## src/rtl/pipe_stage_reg.sv

```systemverilog
// Purpose: parametrised inter-stage pipeline register (data words, ctrl bundle, wb address).
// Latency: 1 cycle from push to output; the skid entry adds no latency on the normal path.
// Backpressure: SKID=0 gives combinational ready_o; SKID=1 gives a 2-entry skid with registered ready_o.
//
// Ports:
//   clk_i, rst_i                 clock (rising edge), asynchronous active-high reset
//   valid_i / ready_o            upstream handshake
//   data_i, ctrl_i, addr_i       upstream entry (NUM_DATA words, word k at [k*DATA_W +: DATA_W])
//   stall_i                      hazard stall, blocks pop regardless of ready_i
//   flush_i                      synchronous flush, kills every held entry and any push this cycle
//   valid_o / ready_i            downstream handshake
//   data_o, ctrl_o, addr_o       output entry; ctrl_o is forced to 0 while valid_o=0
//   count_o                      held entries (0..2)
module pipe_stage_reg #(
  parameter int DATA_W   = 32,
  parameter int NUM_DATA = 2,
  parameter int CTRL_W   = 2,
  parameter int ADDR_W   = 5,
  parameter int SKID     = 1
) (
  input  logic                       clk_i,
  input  logic                       rst_i,
  input  logic                       valid_i,
  output logic                       ready_o,
  input  logic [NUM_DATA*DATA_W-1:0] data_i,
  input  logic [CTRL_W-1:0]          ctrl_i,
  input  logic [ADDR_W-1:0]          addr_i,
  input  logic                       stall_i,
  input  logic                       flush_i,
  output logic                       valid_o,
  input  logic                       ready_i,
  output logic [NUM_DATA*DATA_W-1:0] data_o,
  output logic [CTRL_W-1:0]          ctrl_o,
  output logic [ADDR_W-1:0]          addr_o,
  output logic [1:0]                 count_o
);

  localparam int DW = NUM_DATA * DATA_W;

  logic              out_rdy;
  logic              push;
  logic              pop;
  logic [CTRL_W-1:0] ctrl_held;

  assign out_rdy = ready_i & ~stall_i;
  assign pop     = valid_o & out_rdy;
  assign push    = valid_i & ready_o & ~flush_i;

  // A bubble must never assert RegWrite or any other control bit.
  assign ctrl_o  = valid_o ? ctrl_held : '0;

  if (SKID == 0) begin : g_single

    logic              valid_q, valid_d;
    logic [DW-1:0]     data_q,  data_d;
    logic [CTRL_W-1:0] ctrl_q,  ctrl_d;
    logic [ADDR_W-1:0] addr_q,  addr_d;

    always_comb begin
      valid_d = valid_q;
      data_d  = data_q;
      ctrl_d  = ctrl_q;
      addr_d  = addr_q;
      if (flush_i) begin
        valid_d = 1'b0;
      end else if (push) begin
        // Covers push-with-pop too: the new entry replaces the departing one.
        valid_d = 1'b1;
        data_d  = data_i;
        ctrl_d  = ctrl_i;
        addr_d  = addr_i;
      end else if (pop) begin
        valid_d = 1'b0;
      end
    end

    always_ff @(posedge clk_i or posedge rst_i) begin
      if (rst_i) begin
        valid_q <= 1'b0;
        data_q  <= '0;
        ctrl_q  <= '0;
        addr_q  <= '0;
      end else begin
        valid_q <= valid_d;
        data_q  <= data_d;
        ctrl_q  <= ctrl_d;
        addr_q  <= addr_d;
      end
    end

    // Ready depends combinationally on downstream ready and stall.
    assign ready_o   = ~valid_q | out_rdy;
    assign valid_o   = valid_q;
    assign data_o    = data_q;
    assign ctrl_held = ctrl_q;
    assign addr_o    = addr_q;
    assign count_o   = {1'b0, valid_q};

  end else begin : g_skid

    typedef enum logic [1:0] {
      EMPTY = 2'd0,
      FULL1 = 2'd1,
      FULL2 = 2'd2
    } state_t;

    state_t            state_q, state_d;

    // Main register always drives the outputs; skid holds the second (younger) entry.
    logic [DW-1:0]     main_data_q, main_data_d;
    logic [CTRL_W-1:0] main_ctrl_q, main_ctrl_d;
    logic [ADDR_W-1:0] main_addr_q, main_addr_d;
    logic [DW-1:0]     skid_data_q, skid_data_d;
    logic [CTRL_W-1:0] skid_ctrl_q, skid_ctrl_d;
    logic [ADDR_W-1:0] skid_addr_q, skid_addr_d;

    always_comb begin
      state_d     = state_q;
      main_data_d = main_data_q;
      main_ctrl_d = main_ctrl_q;
      main_addr_d = main_addr_q;
      skid_data_d = skid_data_q;
      skid_ctrl_d = skid_ctrl_q;
      skid_addr_d = skid_addr_q;

      case (state_q)
        EMPTY: begin
          if (push) begin
            state_d     = FULL1;
            main_data_d = data_i;
            main_ctrl_d = ctrl_i;
            main_addr_d = addr_i;
          end
        end
        FULL1: begin
          if (push && pop) begin
            main_data_d = data_i;
            main_ctrl_d = ctrl_i;
            main_addr_d = addr_i;
          end else if (push) begin
            state_d     = FULL2;
            skid_data_d = data_i;
            skid_ctrl_d = ctrl_i;
            skid_addr_d = addr_i;
          end else if (pop) begin
            state_d = EMPTY;
          end
        end
        FULL2: begin
          // No push can arrive here: ready_o is low in this state.
          if (pop) begin
            state_d     = FULL1;
            main_data_d = skid_data_q;
            main_ctrl_d = skid_ctrl_q;
            main_addr_d = skid_addr_q;
          end
        end
        default: begin
          state_d = EMPTY;
        end
      endcase

      // Flush outranks stall and pop; stale register contents are harmless
      // because valid_o drops and ctrl_o is gated.
      if (flush_i) begin
        state_d = EMPTY;
      end
    end

    always_ff @(posedge clk_i or posedge rst_i) begin
      if (rst_i) begin
        state_q <= EMPTY;
      end else begin
        state_q <= state_d;
      end
    end

    always_ff @(posedge clk_i or posedge rst_i) begin
      if (rst_i) begin
        main_data_q <= '0;
        main_ctrl_q <= '0;
        main_addr_q <= '0;
        skid_data_q <= '0;
        skid_ctrl_q <= '0;
        skid_addr_q <= '0;
      end else begin
        main_data_q <= main_data_d;
        main_ctrl_q <= main_ctrl_d;
        main_addr_q <= main_addr_d;
        skid_data_q <= skid_data_d;
        skid_ctrl_q <= skid_ctrl_d;
        skid_addr_q <= skid_addr_d;
      end
    end

    // Ready is a pure function of registered state, breaking the ready path.
    assign ready_o   = (state_q != FULL2);
    assign valid_o   = (state_q != EMPTY);
    assign data_o    = main_data_q;
    assign ctrl_held = main_ctrl_q;
    assign addr_o    = main_addr_q;
    assign count_o   = state_q;

  end

endmodule

```

## config.mk

```make
export PLATFORM = sky130hd
export DESIGN_NAME = pipe_stage_reg
export DESIGN_NICKNAME = d
export VERILOG_FILES = /design/src/rtl/pipe_stage_reg.sv
export SDC_FILE = /design/constraint.sdc
export NUM_CORES = 1
export LEC_CHECK = 0
export ABC_AREA = 0
export CORE_MARGIN = 5
export CORE_UTILIZATION = 40
export DETAILED_ROUTE_END_ITERATION = 10
export HOLD_SLACK_MARGIN = 0.06
export PLACE_DENSITY_LB_ADDON = 0.08
export SKIP_CTS_REPAIR_TIMING = 1
export SYNTH_ARGS = -nofsm -noshare
export SYNTH_HDL_FRONTEND = slang
export SYNTH_SLANG_ARGS = --single-unit
export TNS_END_PERCENT = 20
```

## constraint.sdc

```tcl
create_clock -name clk_i -period 10.2 [get_ports clk_i]
set_input_delay 1.53 -clock clk_i [delete_from_list [all_inputs] [get_ports clk_i]]
set_output_delay 1.53 -clock clk_i [all_outputs]
set_load 0.03 [all_outputs]
```

# Yosys cells after proc, flatten, opt, wreduce, memory -nomap -nowiden
# Cells that the tools add are included.
[op_classes]
n_eq_ne = 10
n_mux = 20
bitwise_logic = 7
n_reduce_logical = 7
[op_table]
columns = ["operator", "count"]
rows = [
  ["64-bit 2-to-1 mux", 3],
  ["64-bit one-hot mux with 3 select lines", 1],
  ["2-bit 2-to-1 mux", 10],
  ["5-bit 2-to-1 mux", 3],
  ["5-bit one-hot mux with 3 select lines", 1],
  ["2-bit one-hot mux with 3 select lines", 2],
  ["3-bit != test (second input constant)", 3],
  ["2-bit != test (second input constant)", 4],
  ["4-bit AND reduction", 2],
  ["1-bit AND", 4],
  ["4-bit != test (second input constant)", 1],
  ["1-bit NOT", 3],
  ["3-bit AND reduction", 1],
  ["3-bit nonzero test", 1],
  ["2-bit by 1-bit == test with 1-bit output (second input constant)", 1],
  ["2-bit == test (second input constant)", 1],
  ["2-bit logical NOT", 1],
  ["2-bit nonzero test", 1],
  ["1-bit logical AND", 1],
]
[totals]
register_bits = 144
input_bits = 77
out_inout_bits = 75
elab_cells = 51

# Depth between registers and ports, before layout
# Gate-level depths: netlist of run 1.
[logic_depth]
depth_word = 8
mapped_depth = 5
mapped_depth_nobuf = 3

# Worst setup path before layout of run 1
# No wires, ideal clock.
[synth_timing]
path_kind = "input to register"
from = "input valid_i"
to = "register g_skid.main_addr_q[0], in the netlist addr_o[0]"
setup_ns = 0.125
arrival_time_ns = 2.614
required_time_ns = 10.075
slack_ns = 7.460
path_stages = 5
n_path_buf = 2
cell_sequence = "nor3b_1 > a221o_1 > buf_6 > buf_8 > mux2_4"
[synth_between]
elab_chain_len = 5
word_cells_on_any_way = 6
classes_between = "eq/ne (2); bitwise (2); reduce/logical (2)"
[synth_lines]
columns = ["element", "line_no", "text"]
rows = [
  ["from (decl)", "23", "input logic valid_i,"],
  ["1-bit AND (*) (2 in series)", "47", "assign push = valid_i & ready_o & ~flush_i;"],
  ["1-bit logical AND", "136", "if (push && pop) begin"],
  ["2-bit != test (no line)", "--", ""],
  ["4-bit AND reduction (no line) (*)", "--", ""],
  ["to (signal assigned)", "189", "main_addr_q <= main_addr_d;"],
  ["to (decl)", "112", "logic [ADDR_W-1:0] main_addr_q, main_addr_d;"],
]
# Every way passes the cells marked *; elsewhere a longest branch is shown, timed or not.
# A chain may end at the register's enable or synchronous reset.

# Worst setup path in the final report of run 1
[layout_timing]
from = "input valid_i"
to = "register g_skid.main_data_q[54], in the netlist data_o[54]"
[layout_between]
elab_chain_len = 5
word_cells_on_any_way = 6
classes_between = "eq/ne (2); bitwise (2); reduce/logical (2)"
[layout_lines]
columns = ["element", "line_no", "text"]
rows = [
  ["1-bit AND (*) (2 in series)", "47", ""],
  ["1-bit logical AND", "136", ""],
  ["2-bit != test (no line)", "--", ""],
  ["4-bit AND reduction (no line) (*)", "--", ""],
  ["to (signal assigned)", "187", "main_data_q <= main_data_d;"],
  ["to (decl)", "110", "logic [DW-1:0] main_data_q, main_data_d;"],
]
# Marks and branches as above.

==> flow_summary.json, run 1 <==
{
  "rows": 46,
  "path_clk_slew_ps": 60,
  "cp_max_fo": 37,
  "fin_skew_ps": 8.45,
  "slowest_delay_ps": 750,
  "antenna_found_initial": 1,
  "slowest_stage": "a221o_4",
  "cp.required_ps": 10500,
  "grtUsageTotal": 0.154,
  "vias_per_cell": 4.82,
  "place.gp.congestion": 0.700,
  "synth-edff-count": 0,
  "tightest_slew_ps": 918,
  "numCtsBuffers": 17,
  "crit_buf_inv": 2,
  "hp-start": "g_skid.skid_data_q[20]",
  "ys_seq_area_frac": 0.548,
  "syn2layout_area_growth_pct": 35.2,
  "min_to": "g_skid.skid_data_q[20]",
  "fmax_mhz": 243,
  "syn-num-nets": 476,
  "synth.largest_area_cell": "dfrtp_1",
  "worstSetupEndpointType": "flop",
  "setup_tns_ps": 0,
  "cts_tree": "yes",
  "synthTopCellsByArea": "dfrtp_1 55%, mux2_2 24%, mux2_4 16%",
  "drc_errors": 0,
  "yosys_warnings": 0,
  "setup_viol": 0,
  "drt-wirelength-per-cell_um": 18.3,
  "critPathArrivalTime_ps": 4410,
  "min_period_ps": 4120,
  "first_pass_iters": 4,
  "clock_latency_ps": 420,
  "cts_buffer_depth": 2,
  "syn_avg_cell_area_um2": 16.5,
  "ys.flop_type": "dfrtp_1",
  "synth_area_um2": 6570,
  "slew_headroom": 0.388,
  "yosysTopAreaCellShare": 0.548,
  "async_flop_share": 1.00,
  "nets": 627,
  "drive_gt1_frac": 0.446,
  "ys_top_cells_by_count": "144 x dfrtp_1, 143 x mux2_2, 70 x mux2_4",
  "p_leak_nw": 3.86,
  "synth_cell_type_count": 19,
  "hpwl_um": 9160,
  "r2r_cells": 4,
  "crit_family": "buffers and inverters",
  "rsz0062_at_grt": "false",
  "grt_max_degree": 74,
  "fp.coreArea_um2": 16000,
  "clock-root-buffer": "clkbuf_16",
  "num_vias": 3757,
  "h-tree-depth": 4,
  "min_path_type": "flop to flop",
  "totalWireLength_um": 14300,
  "outcome": "finished clean",
  "startpoint": "valid_i",
  "pin_count": 152,
  "period_share": 0.403,
  "cts.sinks": 144,
  "power_per_cell_area_nw_per_um2": 243,
  "nFillCells": 1330,
  "die_w_um": 138,
  "numPortBuffers": 151,
  "ir_drop_uv": 129,
  "grt_pass1_vias": 4346,
  "cp-start-kind": "input pin",
  "netlist_instances": 399,
  "fin_util": 0.556,
  "start_util": 0.411,
  "ys_seq_elements": 144,
  "yosysMostFrequentCell": "dfrtp_1",
  "grt_pass1_wl_um": 23600,
  "finalMaxSlewViolations": 0,
  "hold_viol_final": 0,
  "drt_first_iter_violations": 134,
  "die_h_um": 138,
  "cp_cell_sequence": "clkdlybuf4s50_1, nor3b_1, a221o_4, buf_4, mux2_2",
  "grt_overflow": 0,
  "antenna_left": 0,
  "diodes": 0,
  "holdPathStages": 1,
  "dieArea_um2": 19100,
  "r2r_start": "count_o[1]",
  "maxCapViolCount": 0,
  "criticalPathCategory": "input pin to flop",
  "reg2reg_slack_ps": 7220,
  "r2r-end": "data_o[54]"
}
cell families after synthesis:
kind of cell           share of synthesized area
flip-flops                                 0.548
multiplexers                               0.405
buffers and inverters                     0.0308
AO/OA/AOI/OAI                            0.00590
AND/OR/NAND/NOR                           0.0103
state kept, by name, summed over array words and instances, names as in the netlist:
name / cells
addr_o: 5
count_o: 2
ctrl_held: 2
data_o: 64
g_skid.skid_addr_q: 5
g_skid.skid_ctrl_q: 2
g_skid.skid_data_q: 64
worst max-delay path by stage:
stage	endpoint	depth (start not counted)
finish	data_o[54]	5
global route	data_o[54]	5
CTS	data_o[54]	5
detailed placement	data_o[54]	5
global placement	data_o[54]	5
floorplan	addr_o[0]	1
report_power, final:
| group | total (W) | leakage [nW] | switching [W] | internal [W] |
|---|---|---|---|---|
| logic | 0.000633 | 1.81 | 0.000283 | 0.000350 |
| registers | 0.000833 | 1.73 | 0.0000924 | 0.000741 |
| clock network | 0.000698 | 0.324 | 0.000235 | 0.000463 |
| total | 0.00216 | 3.86 | 0.000611 | 0.00155 |
layout by cell type, fill, tap and decap left out:
| master | instances |
|---|---|
| clkinvlp_4 | 1 |
| nand2_1 | 1 |
| nand2b_1 | 1 |
| a221o_4 | 1 |
| bufinv_16 | 6 |
| mux2_4 | 70 |
| buf_4 | 4 |
| inv_6 | 1 |
| a211oi_1 | 1 |
| nor3b_1 | 1 |
| a2111oi_0 | 1 |
| mux2_2 | 143 |
| nand3_4 | 1 |
| nand2b_4 | 1 |
| nor2b_1 | 4 |
| dfrtp_1 | 144 |
| nor4bb_1 | 1 |
| clkdlybuf4s50_1 | 151 |
| clkbuf_8 | 1 |
| a21oi_1 | 1 |
| nor2_1 | 1 |
| clkbuf_1 | 2 |
| inv_1 | 2 |
| o31ai_1 | 1 |
| clkbuf_16 | 17 |
| clkinv_2 | 5 |
per-stage QoR:
step	hold slack, ps	worst slack [ps]	power (W)	area, um2	cells
floorplan	474	4800	0.00123	6570	399
global placement	482	5680	0.00146	8230	747
detailed placement	490	5630	0.00148	8230	747
CTS	504	6060	0.00219	8890	779
global route	512	5940	0.00227	8890	779
finish	502	6080	0.00216	8890	779
layer usage:
metal  GRT usage  up-vias  wire length [um]
li1            -     1732                 -
met1       0.195     1908              6390
met2       0.242      101              6760
met3      0.0628       14               951
met4      0.0452        2               165
met5           0        -                 7
layout make-up:
class	instances	area [um2]	share of cell area
Inverter	3	16.3	0.00183
Timing Repair Buffer	155	1540	0.173
Clock inverter	12	213	0.0239
Sequential cell	144	3600	0.405
Clock buffer	20	447	0.0502
Multi-Input combinational cell	229	2800	0.315
Tap cell	216	270	0.0304
(Power assumes the default switching activity.)
==> run 2, diff against run 1 <==
- clock period: 10.2 -> 4.04 ns (I/O delays scaled with it)
==> run 2 against run 1 <==
Hold slack worse by 2.1 ps; flip-flop and latch count unchanged; combinational power rose to 2.5 times the previous value; final cell count up 0.26%; non-clock buffer count up 2; sequential power rose to 2.5 times the previous value; critical path type is now flop to output pin.
==> flow_summary.json, run 2 (synthesized netlist as in run 1, its figures left out) <==
{
  "crit_family": "buffers and inverters",
  "min_path_type": "flop to flop",
  "hold_viol_final": 0,
  "cts.sinks": 144,
  "grt_overflow": 0,
  "totalWireLength_um": 14300,
  "grt_max_degree": 78,
  "h-tree-depth": 4,
  "fin_skew_ps": 10.1,
  "reg2reg_slack_ps": 1570,
  "clock_latency_ps": 410,
  "power_per_cell_area_nw_per_um2": 606,
  "hold-worst-slack_ps": 500,
  "slowest_stage": "clkdlybuf4s50_1",
  "drive_gt1_frac": 0.448,
  "rows": 46,
  "numCtsBuffers": 17,
  "drt_first_iter_violations": 145,
  "antenna_left": 0,
  "setup_viol": 0,
  "finalPower_w": 0.00540,
  "final_cell_mix": "151 x clkdlybuf4s50_1, 144 x dfrtp_1, 143 x mux2_2",
  "pin_count": 152,
  "diodes": 0,
  "die_w_um": 138,
  "final_common_cell": "clkdlybuf4s50_1",
  "rsz0062_at_grt": "false",
  "antenna_found_initial": 1,
  "cp.required_ps": 3430,
  "cts_buffer_depth": 2,
  "dieArea_um2": 19100,
  "criticalPathCategory": "flop to output pin",
  "outcome": "finished clean",
  "grt_pass1_vias": 4378,
  "slowest_delay_ps": 810,
  "numPortBuffers": 151,
  "finalMaxSlewViolations": 0,
  "maxCapViolCount": 0,
  "first_pass_iters": 4,
  "start_util": 0.411,
  "grt_pass1_wl_um": 23800,
  "worstSetupEndpointType": "output pin",
  "fp.coreArea_um2": 16000,
  "grtUsageTotal": 0.156,
  "cp-start-kind": "flop",
  "setup_ws_ps": 1030,
  "cts_tree": "yes",
  "ir_drop_uv": 320,
  "hpwl_um": 9490,
  "num_vias": 3805,
  "clock-root-buffer": "clkbuf_16",
  "cp_cell_sequence": "nand2b_4, clkdlybuf4s50_1",
  "fmax_mhz": 332,
  "p_leak_nw": 3.86,
  "path_clk_slew_ps": 60,
  "drc_errors": 0,
  "cp_max_fo": 47,
  "pre_cts_ws_ps": 938,
  "vias_per_cell": 4.87,
  "seqCellArea_um2": 3600,
  "drt-wirelength-per-cell_um": 18.3,
  "nFillCells": 1366,
  "tightest_slew_ps": 1030,
  "multiInputGateArea_um2": 2800,
  "critPathArrivalTime_ps": 2410,
  "min_period_ps": 3010,
  "period_share": 0.746,
  "place.gp.congestion": 0.788,
  "crit_buf_inv": 1,
  "slew_headroom": 0.316,
  "syn2layout_area_growth_pct": 35.6,
  "nets": 629,
  "die_h_um": 138,
  "setup_tns_ps": 0
}
run 2: changes by cell type in the layout (fill, tap and decap cells not counted):
cell	delta
clkbuf_8	+3
clkinv_2	-3
buf_12	+2
bufinv_16	-2
clkinvlp_4	+2
clkinv_4	+1
inv_6	-1
run 2: worst paths after layout:
check / startpoint / end / depth (start not counted)
setup reg to reg: count_o[1] / data_o[7] / 4
min in group asynchronous: rst_i / g_skid.skid_data_q[62] / 2
setup / recovery: count_o[0] / ready_o / 2
max in group asynchronous: rst_i / g_skid.skid_data_q[49] / 3
hold reg to reg: g_skid.skid_data_q[26] / g_skid.skid_data_q[26] / 1
hold / removal: g_skid.skid_data_q[26] / g_skid.skid_data_q[26] / 1
run 2: cell type report:
cell class,instances,area share
Clock buffer,23,0.0548
Multi-Input combinational cell,229,0.314
Clock inverter,9,0.0173
Tap cell,216,0.0303
Sequential cell,144,0.404
Inverter,3,0.00168
Timing Repair Buffer,157,0.177
run 2: per-layer routing:
| metal | wire, um | up-vias | track usage |
|---|---|---|---|
| li1 | - | 1739 | - |
| met1 | 6870 | 1956 | 0.208 |
| met2 | 6580 | 99 | 0.244 |
| met3 | 726 | 11 | 0.0483 |
| met4 | 150 | 0 | 0.0499 |
| met5 | 0 | - | 0 |
run 2: worst reg2reg max path, stage by stage (launching register included):
cell     delay [ps]
dfrtp_1         480
nor3b_1         500
a221o_4         600
buf_4           430
mux2_4          340
run 2: per-stage QoR:
stage	util	std cells	area, um2
CTS	0.557	781	8910
detailed placement	0.517	749	8270
finish	0.557	781	8910
global route	0.557	781	8910
floorplan	-	399	6580
global placement	0.517	749	8270
run 2: power by group:
group	switching, W	leakage [nW]	internal (W)	total (W)
Sequential	0.000238	1.73	0.00187	0.00211
Clock	0.000591	0.309	0.00110	0.00169
Combinational	0.000715	1.82	0.000887	0.00160
Total	0.00154	3.86	0.00386	0.00540
